--- config.mk ---
export PLATFORM = sky130hd
export DESIGN_NAME = mul_64b
export DESIGN_NICKNAME = d
export VERILOG_FILES = /design/src/rtl/mul_64b_pkg.sv /design/src/rtl/mul_64b.sv
export SDC_FILE = /design/constraint.sdc
export NUM_CORES = 1
export LEC_CHECK = 0
export CORE_MARGIN = 4
export CORE_UTILIZATION = 35
export CTS_CLUSTER_DIAMETER = 100
export DETAILED_ROUTE_END_ITERATION = 10
export PLACE_DENSITY = 0.5
export RECOVER_POWER = 50
export SLEW_MARGIN = 5
export SYNTH_ARGS = -nofsm -noshare
export SYNTH_HDL_FRONTEND = slang
export SYNTH_SLANG_ARGS = --single-unit
--- constraint.sdc ---
create_clock -name clk_i -period 18.1 [get_ports clk_i]
set_clock_uncertainty 0.05 [all_clocks]
set_input_delay 3.62 -clock clk_i [delete_from_list [all_inputs] [get_ports clk_i]]
set_output_delay 3.62 -clock clk_i [all_outputs]
set_load 0.03 [all_outputs]
--- src/rtl/mul_64b_pkg.sv ---
// mul_64b_pkg: shared types and constants for the sequential 64x64 multiplier.
//   mul_state_t : FSM states (IDLE, CALC, DONE)
//   MUL_WIDTH   : operand width (product is 2*MUL_WIDTH)
//   MUL_CNT_W   : iteration counter width (counts 0..MUL_WIDTH-1)
package mul_64b_pkg;

  localparam int MUL_WIDTH = 64;
  localparam int MUL_CNT_W = 7;

  typedef enum logic [1:0] {
    IDLE = 2'd0,
    CALC = 2'd1,
    DONE = 2'd2
  } mul_state_t;

endpackage

--- src/rtl/mul_64b.sv ---
// mul_64b: sequential unsigned shift-add multiplier, one multiplier bit per
// cycle, 2*WIDTH-bit exact product. Same init/done handshake as div_64b.
//
// Ports:
//   clk_i          : clock, rising edge
//   rst_i          : asynchronous active-high reset
//   init_i         : start request (accepted in IDLE or DONE, ignored in CALC)
//   done_o         : registered one-cycle completion pulse
//   busy_o         : registered, high while in CALC
//   multiplicand_i : operand A, sampled on the accepting edge
//   multiplier_i   : operand B, sampled on the accepting edge
//   product_o      : registered A*B, updated only on the completion edge
//
// Build option:
//   MUL_64B_EARLY_TERM_EN : leave CALC as soon as the remaining multiplier
//                           bits are all zero (latency min(p+2, 64) cycles,
//                           p = index of the MSB set in B; B=0 takes 1 cycle).
module mul_64b
  import mul_64b_pkg::*;
#(
  parameter int WIDTH = MUL_WIDTH
) (
  input  logic                 clk_i,
  input  logic                 rst_i,
  input  logic                 init_i,
  output logic                 done_o,
  output logic                 busy_o,
  input  logic [WIDTH-1:0]     multiplicand_i,
  input  logic [WIDTH-1:0]     multiplier_i,
  output logic [2*WIDTH-1:0]   product_o
);

  mul_state_t state, state_nx;

  logic [2*WIDTH-1:0]   acc, acc_nx;
  logic [2*WIDTH-1:0]   mcand, mcand_nx;
  logic [2*WIDTH-1:0]   sum;
  logic [2*WIDTH-1:0]   product_nx;
  logic [WIDTH-1:0]     mplier, mplier_nx;
  logic [MUL_CNT_W-1:0] cnt, cnt_nx;
  logic                 done_nx, busy_nx;
  logic                 load, last_iter, early_stop;

  // Partial-product add for this cycle; mcand already carries the shift.
  assign sum       = mplier[0] ? (acc + mcand) : acc;
  assign last_iter = (cnt == MUL_CNT_W'(WIDTH - 1));

`ifdef MUL_64B_EARLY_TERM_EN
  // No bits left to add: acc already holds the final product.
  assign early_stop = (mplier == '0);
`else
  assign early_stop = 1'b0;
`endif

  always_comb begin
    state_nx   = state;
    acc_nx     = acc;
    mcand_nx   = mcand;
    mplier_nx  = mplier;
    cnt_nx     = cnt;
    product_nx = product_o;
    done_nx    = 1'b0;
    busy_nx    = 1'b0;
    load       = 1'b0;

    case (state)
      IDLE: begin
        if (init_i) load = 1'b1;
      end
      CALC: begin
        if (early_stop) begin
          state_nx   = DONE;
          product_nx = acc;
          done_nx    = 1'b1;
        end else begin
          acc_nx    = sum;
          mcand_nx  = mcand << 1;
          mplier_nx = mplier >> 1;
          cnt_nx    = cnt + MUL_CNT_W'(1);
          if (last_iter) begin
            // Completion edge publishes the sum including this cycle's add.
            state_nx   = DONE;
            product_nx = sum;
            done_nx    = 1'b1;
          end else begin
            busy_nx = 1'b1;
          end
        end
      end
      DONE: begin
        state_nx = IDLE;
        if (init_i) load = 1'b1;
      end
      default: state_nx = IDLE;
    endcase

    if (load) begin
      state_nx  = CALC;
      acc_nx    = '0;
      mcand_nx  = {{WIDTH{1'b0}}, multiplicand_i};
      mplier_nx = multiplier_i;
      cnt_nx    = '0;
      busy_nx   = 1'b1;
    end
  end

  always_ff @(posedge clk_i or posedge rst_i) begin
    if (rst_i) begin
      state     <= IDLE;
      acc       <= '0;
      mcand     <= '0;
      mplier    <= '0;
      cnt       <= '0;
      product_o <= '0;
      done_o    <= 1'b0;
      busy_o    <= 1'b0;
    end else begin
      state     <= state_nx;
      acc       <= acc_nx;
      mcand     <= mcand_nx;
      mplier    <= mplier_nx;
      cnt       <= cnt_nx;
      product_o <= product_nx;
      done_o    <= done_nx;
      busy_o    <= busy_nx;
    end
  end

endmodule
==> impl_metrics.toml, run 1 <==
[synth]
synthDistinctLibCells = 78
synth_edf_count = 0
synth_most_common_cell = "nand2_1"
yosys_most_used_dff = "dfrtp_1"
synthTopCellsByCount = "nand2_1, dfrtp_1, o21ai_0, a21oi_1, clkbuf_1"
avgSynthCellArea_um2 = 8.63
synth_nets = 3346
yosys_register_bits = 459
ys_warn_count = 0
yosysTopAreaCell = "dfrtp_1"
netlist_area_mm2 = 0.0266
synth-seq-area-share_pct = 43.1
synthCells = 3086
netlist_top_cells_area = "dfrtp_1, nand2_1, o21ai_0, ha_1, a21oi_1"
synth_top_area_share_pct = 43.1
synth-async-reset-ratio_pct = 100

[run]
drv_cap = 11

[drt]
dr.first_iter.drc_count = 1550
wl_mm = 86.5
ant_nets = 0
dr.pass1.iters = 5
wl_per_cell_um = 20.4
vias = 23300
via_per_inst = 5.50
drt_drc_violations_left = 0

[global_routing]
grt_pass1_wl_mm = 136
gr-total-overflow = 0
grt_start_max_net_pins = 150
antenna_found_initial = 5
grt_util_all_layers_pct = 20.9
grt_pass1_vias = 23500

[floorplanning]
io_pins = 261
fp.coreArea_mm2 = 0.0749
dieArea_mm2 = 0.0806
start_util_pct = 35.5
die_w_um = 284
fp-row-count = 100
die_h_um = 284

[critical_path]
cp.arrival_ns = 9.58
critical_path.max_fanout = 68
start_kind = "register"
path_class = "reg -> reg"
r2r_cells = 6
cp-end-kind = "register"
worstPathRequired_ns = 18.58

[final_layout]
area_delta_synth_final_pct = 19.0
drive_above_1_share_pct = 4.75
fin_nets = 3480
fillers = 7389

[clocking]
clk-insertion-delay-late_ns = 0.63
clk_root_buffer_cell = "clkbuf_16"
cts_tree = "built"
cts_setup_buffers = 0
holdBufCountCts = 0
cts_sinks = 459
path_clk_slew_ns = 0.06
numCtsBuffers = 53
ctsLongestPathBuffers = 3
htreeDepth = 2
cts_resized = 0

[sta]
slew_headroom_pct = -211
min_period_ns = 9.10
fmax_mhz = 110
post-route-period-util_pct = 50.3
hold_ws_ns = 0.415
finalHoldViolCount = 0
report.final.slew_viol_count = 702
rsz0062_at_grt = "false"
setup_viol = 0
tightest_slew_ns = 4.64
fin_tns_setup_ns = 0

[power_and_ir_drop]
comb_power_share_pct = 53.0
ir_worst_vdd_uv = 83.8
internal_power_uw = 3240
clkPwrFrac_pct = 18.5
p_leak_uw = 0.0139
p_per_area_mw_per_mm2 = 192
swShare_pct = 46.8
pwr-share-seq_pct = 28.5
p_switching_uw = 2850

[worst_hold_path]
min_path_type = "reg -> reg"
min_path_cells = 2

[placed_design]
io_buffers = 260
dpl.hpwl_mm = 62.1
place_congestion = 0.923

[status]
status = "complete, but fails checks"
violations = "capacitance limit, slew limit"
[layout make-up]
cell class              count  area, um2  share of cell area [%]
well taps                 969       1210                    3.83
clock buffers              71       1510                    4.78
multi-input cells        2362      14200                    44.7
inverters                  63        241                   0.762
clock inverters            29        325                    1.03
flip-flops and latches    459      11500                    36.2
repair buffers            281       2750                    8.66
diodes                      2       5.00                  0.0158
[metal layers]
layer / share of wire (%) / track usage (%) / vias up
met5: 0.064 / 0 / -
li1: - / - / 11300
met4: 3.0 / 5.90 / 8
met2: 46 / 33.9 / 547
met3: 5.1 / 3.64 / 133
met1: 46 / 28.7 / 11300
[flip-flops by register name (all words and copies together), names as in the netlist]
name       cells
acc          128
mcand        128
product_o    128
mplier        64
cnt            7
state          2
busy_o         1
done_o         1
[path summary, 6_finish.rpt]
kind	from	end	slack, ns
max	state[0]	product_o[41]	9.00
max in group asynchronous	rst_i	mplier[0]	10.00
min reg2reg	product_o[89]	product_o[89]	0.41
min in group asynchronous	rst_i	product_o[73]	4.83
min	product_o[89]	product_o[89]	0.41
max reg2reg	state[0]	product_o[41]	9.00
[cells by family (layout without fill, tap and decap cells)]
group                    after synthesis  in the layout  synth area share [%]
AND/OR/NAND/NOR                     1045           1045                  16.9
AO/OA/AOI/OAI                       1006           1006                  23.8
flip-flops                           459            459                  43.1
buffers and inverters                265            444                  3.75
adder cells (fa/ha/maj)              129            129                  6.09
XOR/XNOR                             127            127                  4.18
multiplexers                          55             55                  2.14
other                                  0              2                     0
[worst max-delay path: stages, from the launching register on]
cell and delay [ns]:
dfrtp_1 0.39, nor2b_1 1.82, nand3_1 1.80, clkinvlp_2 1.41, clkbuf_1 2.78, nand2_1 0.49
nand2_1 0.24
[stage by stage]
stage	cell area [um2]	worst slack [ns]	utilization [%]	total power (uW)	cells
2_1_floorplan	26600	1.63	-	3950	3086
5_1_grt	31700	8.09	42.3	6580	4236
4_1_cts	31800	12.00	42.4	6130	4234
3_3_place_gp	29900	11.38	39.9	4920	4134
3_5_place_dp	29900	11.29	39.9	4960	4134
6_report	31700	9.00	42.3	6080	4236
[cell usage in the layout, fill, tap and decap left out, drive strengths merged, types with 28 or more instances in the layout]
cell           count
o21bai            46
xor2              50
a22oi            126
mux2i             39
clkdlybuf4s50    258
a22o              68
a21o              38
inv               67
ha               128
clkbuf            78
a21oi            218
nand3            117
o21ai            359
nand2            654
o21a              28
xnor2             77
nor2             101
dfrtp            459
nand4             60
nor3              29
[power groups by stage]
stage / combinational (uW) / clock [uW] / sequential [uW]
floorplan: 2190 / 0 / 1750
global placement: 3180 / 0 / 1740
detailed placement: 3220 / 0 / 1750
CTS: 3230 / 1170 / 1730
global route: 3590 / 1200 / 1780
finish: 3220 / 1130 / 1730
(Power assumes the default switching activity.)
==> run 2: changes to the inputs <==
==> constraint.sdc (replaced) <==
create_clock -name clk_i -period 8.8 [get_ports clk_i]
set_clock_uncertainty 0.05 [all_clocks]
set_input_delay 1.76 -clock clk_i [delete_from_list [all_inputs] [get_ports clk_i]]
set_output_delay 1.76 -clock clk_i [all_outputs]
set_load 0.03 [all_outputs]
==> run 2 against run 1 <==
Net effect:
- the flow still finishes with violations (capacitance limit, slew limit)
- highest routed layer unchanged
- first-iteration DRC count up 3.7%
- sequential cell count stayed put
- critical path type is now in -> reg
- setup slack got worse by 6.1 ns
- combinational power increased by 110%
==> impl_metrics.toml, run 2 (synthesized netlist as in run 1, its figures left out) <==
[final_layout]
utilization_pct = 42.2
final_cell_mix = "nand2_1, dfrtp_1, o21ai_0, a21oi_1, clkdlybuf4s50_1"
multi_input_area_mm2 = 0.0142
design_area_mm2 = 0.0316
layout_commonest_cell = "nand2_1"
fin_nets = 3484
seq_area_mm2 = 0.0115
biggestRegsByFlops = "acc x128, mcand x128, product_o x128"
area_delta_synth_final_pct = 18.7
fillers = 7435
drive_above_1_share_pct = 4.71

[placed_design]
dpl-instance-area_mm2 = 0.0300
place_congestion = 0.899
dpl.hpwl_mm = 63.2
io_buffers = 260

[power_and_ir_drop]
p_switching_uw = 5890
finalPower_uw = 12400
pwr-share-seq_pct = 28.6
swShare_pct = 47.4
p_leak_uw = 0.0141
p_per_area_mw_per_mm2 = 392
comb_power_share_pct = 53.8
ir_worst_vdd_uv = 204
clkPwrFrac_pct = 17.6
internal_power_uw = 6520

[global_routing]
gr-total-overflow = 0
grt_util_all_layers_pct = 21.5
use_met1_pct = 29.8
grt_pass1_vias = 23700
met2_usage_pct = 35.3
use_met3_pct = 3.22
busiest_layer = "met2"
grt_start_max_net_pins = 202
grt_pass1_wl_mm = 140
antenna_found_initial = 5

[clocking]
clk-insertion-delay-late_ns = 0.61
ctsLongestPathBuffers = 3
clk_root_buffer_cell = "clkbuf_16"
cts_tree = "built"
htreeDepth = 2
cts_sinks = 459
holdBufCountCts = 0
path_clk_slew_ns = 0.06
cts_setup_buffers = 0
numCtsBuffers = 54
cts_resized = 0

[critical_path]
cp-end-kind = "register"
reg2reg_slack_ns = 3.74
path_class = "in -> reg"
r2r_start = "cnt[0]"
critical_path.max_fanout = 69
start_kind = "primary input"
cp.arrival_ns = 6.39
crit_chain = "dlygate4sd3_1, nor2b_1, clkbuf_1, buf_4, a22oi_1, nand2_1"
worst_path_largest_cell_delay_ns = 2.58
cpMaxStageDelayCell = "clkbuf_1"
r2r_cells = 5
timing.rr.end = "product_o[29]"
worstPathRequired_ns = 9.29

[drt]
wl_mm = 88.9
dr.pass1.iters = 7
vias = 23600
via_per_inst = 5.57
dr.first_iter.drc_count = 1607
drt_drc_violations_left = 0
wl_per_cell_um = 21.0
ant_nets = 0

[floorplanning]
fp.coreArea_mm2 = 0.0749
dieArea_mm2 = 0.0806
start_util_pct = 35.5
die_h_um = 284
io_pins = 261
fp-row-count = 100
die_w_um = 284

[worst_hold_path]
worstHoldEndpoint = "product_o[111]"
min_path_cells = 2
min_from = "product_o[111]"
min_path_type = "reg -> reg"

[status]
status = "complete, but fails checks"
violations = "capacitance limit, slew limit"

[sta]
setup_viol = 0
report.final.slew_viol_count = 462
hold_ws_ns = 0.407
tightest_slew_ns = 4.02
finalHoldViolCount = 0
post-route-period-util_pct = 67.0
fmax_mhz = 170
slew_headroom_pct = -168
fin_tns_setup_ns = 0
min_period_ns = 5.89
rsz0062_at_grt = "false"

[run]
drv_cap = 8
==> run 2: power groups by stage <==
stage | clock network, uW | logic (uW) | registers, uW
CTS | 2270 | 6720 | 3550
floorplan | 0 | 4510 | 3610
detailed placement | 0 | 6690 | 3580
finish | 2190 | 6680 | 3540
global route | 2350 | 7430 | 3650
global placement | 0 | 6640 | 3550
==> run 2: through the flow <==
step           std cells  setup WS [ns]
2_1_floorplan       3086          0.779
3_3_place_gp        4137           4.01
3_5_place_dp        4137           3.89
4_1_cts             4236           3.84
5_1_grt             4238           2.37
6_report            4238           2.91
==> run 2: worst max-delay path, delay by kind of cell <==
| family | cells | cell delay [ns] |
|---|---|---|
| compound gates | 1 | 0.20 |
| buf+inv | 3 | 4.01 |
| simple gates | 2 | 0.39 |
==> run 2: worst max path at each step <==
stage / startpoint / end / slack, ns / cells after the start
2_1_floorplan: rst_i / acc[0] / 0.78 / 1
3_5_place_dp: mcand[0] / product_o[114] / 3.89 / 15
6_report: init_i / mplier[62] / 2.91 / 6
5_1_grt: rst_i / mplier[44] / 2.37 / 4
3_3_place_gp: acc[0] / product_o[114] / 4.01 / 15
4_1_cts: mcand[0] / product_o[114] / 3.84 / 15
==> run 2: area by class of cell <==
type                            count  share of cell area [%]
Tap cell                          969                    3.83
Inverter                           63                   0.764
Timing Repair Buffer              284                    8.80
Clock buffer                       74                    4.80
Multi-Input combinational cell   2362                    44.9
Sequential cell                   459                    36.3
Clock inverter                     25                   0.605
Antenna cell                        2                  0.0158
==> run 2: metal layers <==
metal / vias up / part of all wire (%)
met2: 613 / 46
li1: 11300 / -
met3: 117 / 5.2
met4: 2 / 2.5
met1: 11600 / 46
met5: - / 0.015
==> run 3: changes to the inputs <==
--- a/config.mk
+++ b/config.mk
@@ -9,7 +9,7 @@
 export CORE_UTILIZATION = 35
 export CTS_CLUSTER_DIAMETER = 100
 export DETAILED_ROUTE_END_ITERATION = 10
-export PLACE_DENSITY = 0.5
+export PLACE_DENSITY = 0.52
 export RECOVER_POWER = 50
 export SLEW_MARGIN = 5
 export SYNTH_ARGS = -nofsm -noshare
==> constraint.sdc (replaced) <==
create_clock -name clk_i -period 4.8 [get_ports clk_i]
set_clock_uncertainty 0.05 [all_clocks]
set_input_delay 0.96 -clock clk_i [delete_from_list [all_inputs] [get_ports clk_i]]
set_output_delay 0.96 -clock clk_i [all_outputs]
set_load 0.03 [all_outputs]
==> run 3 against run 2 <==
Net effect:
- the run still ends with capacitance limit, slew limit left
- utilization increased by 0.46 points
- setup slack got worse by 2.6 ns
- routed wire length increased by 1.3%
- hold slack improved by 0.0051 ns
- clock-buffer cell count increased by 9
- register-to-register slack got worse by 3.5 ns
- sequential cell count unchanged
- combinational power increased by 86%
- sequential power increased by 84%
- global-route usage increased by 0.16 points
- first-iteration DRC count decreased by 0.87%
- critical path type is now reg -> reg
==> impl_metrics.toml, run 3 (synthesized netlist as in run 1, its figures left out) <==
[final_layout]
drive_above_1_share_pct = 5.56
layout_commonest_cell = "nand2_1"
final_cell_mix = "nand2_1, dfrtp_1, o21ai_0, clkdlybuf4s50_1, a21oi_1"
biggestRegsByFlops = "acc x128, mcand x128, product_o x128"
fin_nets = 3509
fin_cells = 4263
area_delta_synth_final_pct = 20.0
design_area_mm2 = 0.0320
fillers = 7289

[global_routing]
grt_util_all_layers_pct = 21.7
grt_pass1_vias = 23700
grt_start_max_net_pins = 201
antenna_found_initial = 3
grt_pass1_wl_mm = 141
gr-total-overflow = 0

[sta]
rsz0062_at_grt = "false"
setup_viol = 0
slew_headroom_pct = -77.8
finalHoldViolCount = 0
fin_tns_setup_ns = 0
tightest_slew_ns = 2.67
post-route-period-util_pct = 94.0
min_period_ns = 4.51
fmax_mhz = 222
hold_ws_ns = 0.412
report.final.slew_viol_count = 600

[placed_design]
dpl-instance-area_mm2 = 0.0302
placed_cells = 4161
dpl.hpwl_mm = 63.8
place_congestion = 0.893
io_buffers = 260

[drt]
dr.first_iter.drc_count = 1593
via_per_inst = 5.58
drt_drc_violations_left = 0
ant_nets = 0
dr.pass1.iters = 7
vias = 23800
wl_mm = 90.1
wl_per_cell_um = 21.1

[worst_hold_path]
min_path_type = "reg -> reg"
worstHoldEndpoint = "product_o[89]"
min_path_cells = 2
min_from = "product_o[89]"

[clocking]
clk_root_buffer_cell = "clkbuf_16"
clk-insertion-delay-late_ns = 0.64
htreeDepth = 2
ctsLongestPathBuffers = 3
path_clk_slew_ns = 0.06
numCtsBuffers = 55
cts_tree = "built"
holdBufCountCts = 0
cts_sinks = 459
cts_setup_buffers = 0
cts_resized = 0

[critical_path]
path_class = "reg -> reg"
cp-end-kind = "register"
setup.worst_path.start = "mcand[19]"
r2r_start = "mcand[19]"
r2r_cells = 13
reg2reg_slack_ns = 0.29
worstPathRequired_ns = 5.26
cp.arrival_ns = 4.97
critical_path.max_fanout = 7
timing.rr.end = "product_o[107]"
start_kind = "register"

[status]
status = "complete, but fails checks"
violations = "capacitance limit, slew limit"

[power_and_ir_drop]
p_switching_uw = 10900
p_leak_uw = 0.0141
ir_worst_vdd_uv = 313
internal_power_uw = 12300
comb_power_share_pct = 53.4
p_per_area_mw_per_mm2 = 728
finalPower_uw = 23300
pwr-share-seq_pct = 28.0
clkPwrFrac_pct = 18.5
swShare_pct = 47.0

[floorplanning]
die_w_um = 284
start_util_pct = 35.5
fp-row-count = 100
io_pins = 261
fp.coreArea_mm2 = 0.0749
die_h_um = 284
dieArea_mm2 = 0.0806

[run]
drv_cap = 5
==> run 3: cell types whose count changed in the layout (fill, tap and decap cells not counted), moves of 4 or more <==
cell,before,now
clkinvlp_4,6,2
clkdlybuf4s50_1,180,259
clkbuf_2,0,4
clkbuf_8,9,16
buf_4,15,33
clkbuf_4,0,4
dlygate4sd3_1,80,1
clkinv_2,13,9
==> run 3: through the flow <==
step / worst slack [ns] / util [%]
CTS: 0.276 / 42.8
finish: 0.288 / 42.7
global placement: 0.333 / 40.3
floorplan: -2.42 / -
detailed placement: 0.332 / 40.3
global route: 0.0391 / 42.7
==> run 3: critical path, cell delays in order (launching register included) <==
cell and delay, ns:
dfrtp_1 0.40, ha_1 0.41, nand2_1 0.13, or4_4 0.53, a311o_1 0.34, a311oi_2 0.33, a211oi_2 0.18, o31ai_4 0.61
a21boi_0 0.39, o21ai_1 0.31, a21oi_1 0.11, xor2_1 0.19, o21ai_0 0.09, mux2_2 0.29
==> run 3: layout make-up <==
cell class / instances / area [um2] / share of cell area (%)
timing repair buffer: 308 / 2960 / 9.26
multi-input combinational: 2362 / 14200 / 44.3
antenna: 1 / 2.50 / 0.00783
sequential: 459 / 11500 / 35.9
clock buffer: 83 / 1640 / 5.14
tap: 969 / 1210 / 3.79
inverter: 63 / 241 / 0.755
clock inverter: 18 / 241 / 0.755
==> run 3: power by group through the flow <==
stage          combinational, uW  clock [uW]  sequential (uW)
2_1_floorplan               8270           0             6610
3_3_place_gp               12300           0             6520
3_5_place_dp               12400           0             6570
4_1_cts                    12500        4440             6520
5_1_grt                    13800        4590             6700
6_report                   12400        4310             6520
==> run 3: worst max path at each step <==
stage	endpoint	slack, ns
after floorplan	acc[0]	-2.42
after global placement	product_o[125]	0.33
after detailed placement	product_o[107]	0.33
after CTS	product_o[107]	0.28
after global routing	product_o[107]	0.04
final	product_o[107]	0.29
==> run 3: metal layers <==
| layer | part of all wire, % | GRT usage, % |
|---|---|---|
| met5 | 0.014 | 0 |
| met4 | 2.1 | 5.12 |
| met3 | 6.1 | 4.14 |
| met2 | 47 | 36.0 |
| met1 | 44 | 29.3 |
